## src/rtl/tnn_psum_sequencer_pkg.sv

```systemverilog
// Shared types and helpers for the ternary-NN partial-sum sequencer.
// The comparator operand width is fixed here so every consumer agrees on it.
package tnn_pkg;

  localparam int OP_W      = 3;
  localparam int CLAMP_MAX = (1 << OP_W) - 1;
  localparam int ACC_MAX_W = 16;

  localparam logic [1:0] W_POS  = 2'b01;
  localparam logic [1:0] W_NEG  = 2'b11;
  localparam logic [1:0] W_ZERO = 2'b00;

  typedef enum logic [1:0] {
    IDLE,
    ACCUM,
    EMIT
  } psum_state_t;

  function automatic logic [OP_W-1:0] clamp_u(input logic signed [ACC_MAX_W-1:0] acc);
    if (acc < 0) begin
      return '0;
    end else if (acc > CLAMP_MAX) begin
      return OP_W'(CLAMP_MAX);
    end else begin
      return acc[OP_W-1:0];
    end
  endfunction

endpackage

```

## src/rtl/tnn_psum_sequencer_if.sv

```systemverilog
// Feature-in, config and operand-out bundle for the partial-sum sequencer.
// slave is the sequencer's view, master is the producer/consumer side.
interface tnn_psum_sequencer_if
  import tnn_pkg::*;
#(
  parameter int NID_W = 2
);

  logic             in_valid;
  logic             in_ready;
  logic             in_x;
  logic [1:0]       in_w;
  logic [NID_W-1:0] in_nid;
  logic             in_last;

  logic             cfg_we;
  logic [NID_W-1:0] cfg_addr;
  logic [OP_W-1:0]  cfg_thr;

  logic             op_valid;
  logic             op_ready;
  logic [OP_W-1:0]  op_a;
  logic [OP_W-1:0]  op_b;
  logic [OP_W-1:0]  op_c;
  logic [NID_W-1:0] op_nid;
  logic             op_err;

  modport slave (
    input  in_valid, in_x, in_w, in_nid, in_last,
    input  cfg_we, cfg_addr, cfg_thr,
    input  op_ready,
    output in_ready,
    output op_valid, op_a, op_b, op_c, op_nid, op_err
  );

  modport master (
    output in_valid, in_x, in_w, in_nid, in_last,
    output cfg_we, cfg_addr, cfg_thr,
    output op_ready,
    input  in_ready,
    input  op_valid, op_a, op_b, op_c, op_nid, op_err
  );

endinterface

```

## src/rtl/tnn_psum_sequencer_thr_table.sv

```systemverilog
// Per-neuron threshold register file: one write port, one combinational read port.
// The async read lets the sequencer capture the pre-write value on a colliding edge.
module tnn_thr_table
  import tnn_pkg::*;
#(
  parameter int N_NEURONS = 4,
  localparam int NID_W    = $clog2(N_NEURONS)
) (
  input  logic             clk,
  input  logic             rst_n,
  input  logic             we_i,
  input  logic [NID_W-1:0] waddr_i,
  input  logic [OP_W-1:0]  wdata_i,
  input  logic [NID_W-1:0] raddr_i,
  output logic [OP_W-1:0]  rdata_o
);

  logic [OP_W-1:0] thr_q [N_NEURONS];

  always_ff @(posedge clk) begin
    if (!rst_n) begin
      for (int i = 0; i < N_NEURONS; i++) thr_q[i] <= '0;
    end else if (we_i) begin
      thr_q[waddr_i] <= wdata_i;
    end
  end

  assign rdata_o = thr_q[raddr_i];

endmodule

```

## src/rtl/tnn_psum_sequencer.sv

```systemverilog
// Accumulates two clamped ternary partial sums per neuron frame and hands them,
// with the neuron's threshold, to the approximate comparator over valid/ready.
module tnn_psum_sequencer
  import tnn_pkg::*;
#(
  parameter int N_FEAT    = 12,
  parameter int N_NEURONS = 4
) (
  input  logic                 clk,
  input  logic                 rst_n,
  tnn_psum_sequencer_if.slave  bus
);

  localparam int HALF  = N_FEAT / 2;
  localparam int IDX_W = $clog2(N_FEAT);
  localparam int ACC_W = $clog2(HALF + 1) + 1;
  localparam int NID_W = $clog2(N_NEURONS);

  localparam logic [IDX_W-1:0] IDX_LAST = IDX_W'(N_FEAT - 1);
  localparam logic [IDX_W-1:0] IDX_HALF = IDX_W'(HALF);

  psum_state_t              state_q;
  logic [IDX_W-1:0]         idx_q;
  logic signed [ACC_W-1:0]  acc_a_q, acc_b_q;
  logic [NID_W-1:0]         nid_q;
  logic                     in_ready_q, op_valid_q, op_err_q;
  logic [OP_W-1:0]          op_a_q, op_b_q, op_c_q;
  logic [NID_W-1:0]         op_nid_q;

  logic signed [ACC_W-1:0]  beat_p;
  logic signed [ACC_W-1:0]  acc_a_d, acc_b_d;
  logic [NID_W-1:0]         nid_d;
  logic [OP_W-1:0]          thr_rdata;
  logic                     idx_is_last, beat_close;

  always_comb begin
    beat_p = '0;
    if (bus.in_x) begin
      case (bus.in_w)
        W_POS:   beat_p = {{(ACC_W-1){1'b0}}, 1'b1};
        W_NEG:   beat_p = '1;
        W_ZERO:  beat_p = '0;
        default: beat_p = '0;
      endcase
    end
  end

  assign idx_is_last = (idx_q == IDX_LAST);
  assign beat_close  = bus.in_last || idx_is_last;
  assign acc_a_d     = (idx_q <  IDX_HALF) ? acc_a_q + beat_p : acc_a_q;
  assign acc_b_d     = (idx_q >= IDX_HALF) ? acc_b_q + beat_p : acc_b_q;
  // The neuron id is only valid on the first beat; later beats reuse the latched one.
  assign nid_d       = (idx_q == '0) ? bus.in_nid : nid_q;

  tnn_thr_table #(.N_NEURONS(N_NEURONS)) u_thr_table (
    .clk     (clk),
    .rst_n   (rst_n),
    .we_i    (bus.cfg_we),
    .waddr_i (bus.cfg_addr),
    .wdata_i (bus.cfg_thr),
    .raddr_i (nid_d),
    .rdata_o (thr_rdata)
  );

  always_ff @(posedge clk) begin
    if (!rst_n) begin
      state_q    <= IDLE;
      idx_q      <= '0;
      acc_a_q    <= '0;
      acc_b_q    <= '0;
      nid_q      <= '0;
      in_ready_q <= 1'b0;
      op_valid_q <= 1'b0;
      op_a_q     <= '0;
      op_b_q     <= '0;
      op_c_q     <= '0;
      op_nid_q   <= '0;
      op_err_q   <= 1'b0;
    end else begin
      case (state_q)
        IDLE: begin
          state_q    <= ACCUM;
          in_ready_q <= 1'b1;
        end
        ACCUM: begin
          if (bus.in_valid && in_ready_q) begin
            nid_q   <= nid_d;
            acc_a_q <= acc_a_d;
            acc_b_q <= acc_b_d;
            if (beat_close) begin
              state_q    <= EMIT;
              in_ready_q <= 1'b0;
              op_valid_q <= 1'b1;
              op_a_q     <= clamp_u(ACC_MAX_W'(acc_a_d));
              op_b_q     <= clamp_u(ACC_MAX_W'(acc_b_d));
              op_c_q     <= thr_rdata;
              op_nid_q   <= nid_d;
              op_err_q   <= (bus.in_last != idx_is_last);
            end else begin
              idx_q <= idx_q + IDX_W'(1);
            end
          end
        end
        EMIT: begin
          if (bus.op_ready) begin
            state_q    <= ACCUM;
            in_ready_q <= 1'b1;
            op_valid_q <= 1'b0;
            idx_q      <= '0;
            acc_a_q    <= '0;
            acc_b_q    <= '0;
          end
        end
        default: begin
          state_q    <= IDLE;
          in_ready_q <= 1'b0;
          op_valid_q <= 1'b0;
        end
      endcase
    end
  end

  assign bus.in_ready = in_ready_q;
  assign bus.op_valid = op_valid_q;
  assign bus.op_a     = op_a_q;
  assign bus.op_b     = op_b_q;
  assign bus.op_c     = op_c_q;
  assign bus.op_nid   = op_nid_q;
  assign bus.op_err   = op_err_q;

endmodule

```

## src/flat_wrapper.sv

```systemverilog
// flat-port wrapper written by rule: the top's interface ports become plain ports
module tnn_psum_sequencer_flat import tnn_pkg::*;
#(
  parameter int N_FEAT    = 12,
  parameter int N_NEURONS = 4
)
  (clk, rst_n, bus_in_valid, bus_in_x, bus_in_w, bus_in_nid, bus_in_last, bus_cfg_we, bus_cfg_addr, bus_cfg_thr, bus_op_ready, bus_in_ready, bus_op_valid, bus_op_a, bus_op_b, bus_op_c, bus_op_nid, bus_op_err);
  tnn_psum_sequencer_if #(.NID_W((2))) bus_i ();
  input  logic clk;
  input  logic rst_n;
  input wire logic [$bits(bus_i.in_valid)-1:0] bus_in_valid;
  input wire logic [$bits(bus_i.in_x)-1:0] bus_in_x;
  input wire logic [$bits(bus_i.in_w)-1:0] bus_in_w;
  input wire logic [$bits(bus_i.in_nid)-1:0] bus_in_nid;
  input wire logic [$bits(bus_i.in_last)-1:0] bus_in_last;
  input wire logic [$bits(bus_i.cfg_we)-1:0] bus_cfg_we;
  input wire logic [$bits(bus_i.cfg_addr)-1:0] bus_cfg_addr;
  input wire logic [$bits(bus_i.cfg_thr)-1:0] bus_cfg_thr;
  input wire logic [$bits(bus_i.op_ready)-1:0] bus_op_ready;
  output wire logic [$bits(bus_i.in_ready)-1:0] bus_in_ready;
  output wire logic [$bits(bus_i.op_valid)-1:0] bus_op_valid;
  output wire logic [$bits(bus_i.op_a)-1:0] bus_op_a;
  output wire logic [$bits(bus_i.op_b)-1:0] bus_op_b;
  output wire logic [$bits(bus_i.op_c)-1:0] bus_op_c;
  output wire logic [$bits(bus_i.op_nid)-1:0] bus_op_nid;
  output wire logic [$bits(bus_i.op_err)-1:0] bus_op_err;
  assign bus_i.in_valid = bus_in_valid;
  assign bus_i.in_x = bus_in_x;
  assign bus_i.in_w = bus_in_w;
  assign bus_i.in_nid = bus_in_nid;
  assign bus_i.in_last = bus_in_last;
  assign bus_i.cfg_we = bus_cfg_we;
  assign bus_i.cfg_addr = bus_cfg_addr;
  assign bus_i.cfg_thr = bus_cfg_thr;
  assign bus_i.op_ready = bus_op_ready;
  assign bus_in_ready = bus_i.in_ready;
  assign bus_op_valid = bus_i.op_valid;
  assign bus_op_a = bus_i.op_a;
  assign bus_op_b = bus_i.op_b;
  assign bus_op_c = bus_i.op_c;
  assign bus_op_nid = bus_i.op_nid;
  assign bus_op_err = bus_i.op_err;
  tnn_psum_sequencer #(.N_FEAT(N_FEAT), .N_NEURONS(N_NEURONS)) u_core (.clk(clk), .rst_n(rst_n), .bus(bus_i));
endmodule
```

## config.mk

```make
export PLATFORM = sky130hd
export DESIGN_NAME = tnn_psum_sequencer_flat
export DESIGN_NICKNAME = d
export VERILOG_FILES = /design/src/rtl/tnn_psum_sequencer_pkg.sv /design/src/rtl/tnn_psum_sequencer_if.sv /design/src/rtl/tnn_psum_sequencer_thr_table.sv /design/src/rtl/tnn_psum_sequencer.sv /design/src/flat_wrapper.sv
export SDC_FILE = /design/constraint.sdc
export NUM_CORES = 1
export LEC_CHECK = 0
export CORE_MARGIN = 4
export CORE_UTILIZATION = 54
export CTS_BUF_LIST = sky130_fd_sc_hd__clkbuf_4
export CTS_CLUSTER_DIAMETER = 150
export DETAILED_ROUTE_END_ITERATION = 6
export DONT_BUFFER_PORTS = 1
export GPL_TIMING_DRIVEN = 0
export PLACE_DENSITY = 0.8
export SLEW_MARGIN = 20
export SYNTH_ARGS = -nofsm -noshare
export SYNTH_HDL_FRONTEND = slang
export SYNTH_SLANG_ARGS = --single-unit
```

## constraint.sdc

```tcl
create_clock -name clk -period 2.4 [get_ports clk]
set_input_delay 0.36 -clock clk [delete_from_list [all_inputs] [get_ports clk]]
set_output_delay 0.36 -clock clk [all_outputs]
set_load 0.05 [all_outputs]
```

==> flow_summary.ini, run 1 <==
[setup_path]
crit_buf_inv = 0
critPathRequiredTime_ps = 2670
critical_path_class = reg2reg
critPathMaxStageDelay_ps = 740
cp.arrival_ps = 2390
crit_start = u_core.bus.in_ready
start_kind = flop
cpLargestDelayFamily = simple AND/OR/NAND/NOR gates
end_kind = flop
worstPathCellList = nand4b_2, nor2_2, nand3_1, o221ai_1
cp_slowest_cell = dfxtp_1
r2r-start = u_core.bus.in_ready
crit_fanout = 10

[floorplan]
fp-row-count = 22
die_w_um = 71.8
die_area_um2 = 5160
coreArea_um2 = 3800
die_y_um = 71.8
initial_core_util = 0.579
ios = 30

[drt]
firstDrtPassIters = 4
num_vias = 1670
drt_iter0_drc = 158
wl_mm = 4.51
vias_per_cell = 5.84
postRouteAntennaNets = 0
wl_per_cell_um = 15.8
drcViolationCount = 0

[synth]
syn_area_per_cell_um2 = 9.57
synth-edff-count = 12
synth_top_family_by_area = simple AND/OR/NAND/NOR gates
synth-seq-cells = 42
ys.flop_type = dfxtp_1
syn_inst = 230
synth_top_area_share = 0.273
synth_cell_types = 47
ys_async_sr_fraction = 0
yosysWarningCount = 0
yosysTopAreaCell = dfxtp_1
synth-xor-area-share = 0.0119
syn_nets = 258
synthMuxAreaShare = 0.0762
synthSimpleGateAreaFrac = 0.251
syn_area_um2 = 2200
synth-seq-area-share = 0.437
synth_area_leaders = dfxtp_1, edfxtp_1, ha_1
synth_compound_area_frac = 0.125
synth_fa_ha_area_frac = 0.0750

[clocking]
root_buffer = clkbuf_4
cts_inserted_buffers = 5
cts_tree = built
h-tree-depth = 2
cts_hold_buf = 0
clk_path_buf_depth = 2
post_cts_buffers = 0
cts_resized = 0
insertion_delay_ps = 350
clk_pin_slew_ps = 120
clkSinkCount = 42

[timing]
rsz0062_at_grt = false
final-max-slew-violation-count = 0
period_share = 0.886
finalHoldViolations = 0
worst_slew_margin_rel = 0.586
setup-tns-final_ps = 0
worst_clock_skew_ps = 5.27
fmax_mhz = 470
tightest_slew_ps = 621
setup_viol = 0
hold_ws_ps = 199
min_period_ps = 2130

[global_route]
grt_max_degree = 14
grt_pass1_vias = 1612
overflow = 0
grt_use_total = 0.187
antenna_found_initial = 0
grt_pass1_wl_mm = 7.43

[place]
dp_hpwl_mm = 3.28
routabilityCongestion = 0.852
io_buffers = 0

[finish]
nNetsFinal = 265
diodes = 0
layout_common_cells = dfxtp_1, nand2_1, nor2_1
drive_above_1_share = 0.0798
final_common_cell = dfxtp_1
final_util = 0.616
area_growth_pct = 6.25

[power]
peakVddDrop_mv = 0.352
internal_power_mw = 1.00
switching_share = 0.239
p_sw_mw = 0.315
power-per-cell-area_nw_per_um2 = 564
power_frac_seq = 0.593
p_leak_nw = 0.945
p_comb_frac = 0.074
pwr-share-clk = 0.333

[min_path]
hp-class = in2reg
min_from = bus_cfg_thr[1]

[run]
maxCapViolCount = 0

[run_status]
outcome = finished clean
-- worst register-to-register path, delay by kind of cell (launching register included) --
kind | cells | cell delay [ps]
AND/OR/NAND/NOR | 3 | 1040
flip-flops | 1 | 740
AO/OA/AOI/OAI | 1 | 260
-- power groups by stage --
stage	logic (mW)	clock network, mW	registers (mW)
6_report	0.0971	0.440	0.783
5_1_grt	0.109	0.489	0.786
4_1_cts	0.0968	0.454	0.783
3_5_place_dp	0.0958	0	0.799
3_3_place_gp	0.0943	0	0.798
2_1_floorplan	0.0768	0	0.794
-- registers in the layout, indices dropped and copies added (netlist names) --
signal,flops
u_core.bus.op_a,3
u_core.state_q,2
u_core.bus.in_ready,1
u_core.bus.op_valid,1
u_core.nid_q,2
u_core.idx_q,4
u_core.bus.op_c,3
u_core.u_thr_table.thr_q,12
u_core.bus.op_nid,2
u_core.acc_b_q,4
u_core.bus.op_err,1
u_core.acc_a_q,4
u_core.bus.op_b,3
-- logic make-up after synthesis --
| family | Yosys count |
|---|---|
| muxes | 14 |
| AOI/OAI and AO/OA | 43 |
| adders and majority gates | 12 |
| buffers and inverters | 14 |
| and+or+nand+nor | 102 |
| DFF | 42 |
| xor gates and xnor gates | 3 |
-- worst paths after layout --
path / end / slack, ps / cells past startpoint
setup / recovery: u_core.bus.op_c[2] / 270 / 4
setup reg to reg: u_core.bus.op_c[2] / 270 / 4
hold reg to reg: u_core.acc_b_q[2] / 530 / 2
hold / removal: u_core.u_thr_table.thr_q[2][1] / 200 / 1
-- routing by layer --
metal  up-vias  share of wire  track usage
met4         0          0.013       0.0710
met3         6          0.057       0.0757
met5         -              0            0
li1        850              -            -
met2        33           0.46        0.297
met1       781           0.47        0.226
-- cell type report --
cell class,instances,area (um2)
buffer,7,28.8
clock buffer,5,37.5
clock inverter,3,40.0
fill,329,1460
inverter,7,26.3
multi-input combinational,174,1180
sequential,42,961
tap,48,60.1
-- Yosys cell counts (2+ instances only) --
master and number:
a31oi_1 3, and2_1 11, o221ai_1 3, and3_1 5, a32oi_1 2, buf_2 2
edfxtp_1 12, o311ai_1 3, inv_1 6, a211oi_1 4, nand2b_1 2, nand3b_1 4
dfxtp_1 30, mux2i_4 2, o21ai_0 4, nand4b_1 3, mux2_1 2, nor3_1 8
mux2i_1 10, nor3b_1 2, fa_1 2, nor2_1 20, ha_1 10, xor2_1 2
nand2_1 21, nand3_1 15, clkbuf_1 4, or3_1 2, a21oi_1 18
-- stage by stage --
step           std cells  setup slack [ps]  total power [mW]  cell area, um2
5_1_grt              286               110              1.38            2340
3_5_place_dp         278               165             0.895            2260
6_report             286               272              1.32            2340
2_1_floorplan        230               356             0.871            2200
4_1_cts              286               313              1.33            2340
3_3_place_gp         278               169             0.892            2260
(Power assumes the default switching activity.)
==> run 2, diff against run 1 <==
Settings changed: CORE_ASPECT_RATIO set to 0.9.
==> flow_summary.ini, run 2 (synthesis results as in run 1) <==
[run_status]
outcome = finished clean

[place]
routabilityCongestion = 0.788
dpl_worst_slack_ps = 132
dp_hpwl_mm = 3.41
io_buffers = 0

[finish]
final_common_cell = dfxtp_1
drive_above_1_share = 0.0798
top_register = u_core.u_thr_table.thr_q
nNetsFinal = 265
fill_cells = 338
layout_common_cells = dfxtp_1, nand2_1, nor2_1
diodes = 0
largest_reg_flops = 12
area_growth_pct = 7.45

[power]
p_leak_nw = 0.956
pwr-share-clk = 0.391
power-per-cell-area_nw_per_um2 = 611
peakVddDrop_mv = 0.406
power_mw = 1.45
power_frac_seq = 0.542
p_sw_mw = 0.331
switching_share = 0.229
p_comb_frac = 0.068
internal_power_mw = 1.11

[timing]
setup_viol = 0
fmax_mhz = 480
rsz0062_at_grt = false
finalHoldViolations = 0
final-max-slew-violation-count = 0
min_period_ps = 2080
period_share = 0.869
tightest_slew_ps = 623
worst_slew_margin_rel = 0.584
setup-tns-final_ps = 0
worst_clock_skew_ps = 14.6
layout_setup_ws_ps = 315

[clocking]
cts_hold_buf = 0
h-tree-depth = 2
post_cts_buffers = 0
insertion_delay_ps = 360
root_buffer = clkbuf_4
clk_path_buf_depth = 2
clkSinkCount = 42
clk_pin_slew_ps = 130
cts_tree = built
cts_inserted_buffers = 5
cts_resized = 0

[global_route]
grt_pass1_vias = 1599
antenna_found_initial = 0
grt_use_total = 0.186
grt_max_degree = 15
overflow = 0
grt_pass1_wl_mm = 7.24

[run]
maxCapViolCount = 0

[setup_path]
critPathMaxStageDelay_ps = 740
crit_fanout = 10
cp_slowest_cell = dfxtp_1
critical_path_class = reg2reg
start_kind = flop
critPathRequiredTime_ps = 2670
worstPathCellList = nand4b_2, nor2_2, nand3_1, o221ai_1
end_kind = flop
cp.arrival_ps = 2360

[min_path]
hp-class = in2reg

[floorplan]
initial_core_util = 0.578
die_w_um = 75.3
die_y_um = 68.6
ios = 30
die_area_um2 = 5160
coreArea_um2 = 3810
fp-row-count = 21

[drt]
wl_mm = 4.53
postRouteAntennaNets = 0
drt_iter0_drc = 123
num_vias = 1713
drcViolationCount = 0
vias_per_cell = 6.03
firstDrtPassIters = 4
wl_per_cell_um = 15.9
-- run 2: path summary, 6_finish.rpt --
check                           start                        endpoint  slack [ps]  cells after the start
setup reg to reg  u_core.bus.in_ready              u_core.bus.op_c[2]         320                      4
hold / removal         bus_cfg_thr[0]  u_core.u_thr_table.thr_q[2][0]         190                      1
setup / recovery  u_core.bus.in_ready              u_core.bus.op_c[2]         320                      4
hold reg to reg     u_core.acc_b_q[2]               u_core.acc_b_q[2]         510                      2
-- run 2: worst max-delay path: cells and delay by family, from the launching register on --
kind	cells	cell delay, ps
simple gates	3	1000
compound gates	1	260
flops	1	740
-- run 2: power by group through the flow --
| stage | logic (mW) | clock network, mW | registers (mW) |
|---|---|---|---|
| after floorplan | 0.0768 | 0 | 0.794 |
| after global placement | 0.0942 | 0 | 0.798 |
| after detailed placement | 0.0972 | 0 | 0.799 |
| after CTS | 0.0983 | 0.570 | 0.783 |
| after global routing | 0.110 | 0.598 | 0.785 |
| final | 0.0980 | 0.565 | 0.783 |
-- run 2: per-stage QoR --
step	instance area [um2]	utilization	instances	hold WS, ps
2_1_floorplan	2200	-	230	454
3_3_place_gp	2260	0.593	276	475
3_5_place_dp	2260	0.593	276	492
4_1_cts	2360	0.621	284	183
5_1_grt	2360	0.621	284	174
6_report	2360	0.621	284	188
-- run 2: layout make-up --
class	count	area, um2	area share
Multi-Input combinational cell	174	1180	0.501
Tap cell	46	57.6	0.0243
Inverter	7	26.3	0.0111
Clock inverter	3	68.8	0.0291
Sequential cell	42	961	0.406
Clock buffer	5	37.5	0.0159
Buffer	7	28.8	0.0122
-- run 2: layer usage --
layer / GRT usage / routed length (um) / vias to the layer above
li1: - / - / 854
met1: 0.244 / 2100 / 802
met2: 0.294 / 2060 / 46
met3: 0.0594 / 278 / 11
met4: 0.0590 / 89 / 0
met5: 0 / 0 / -
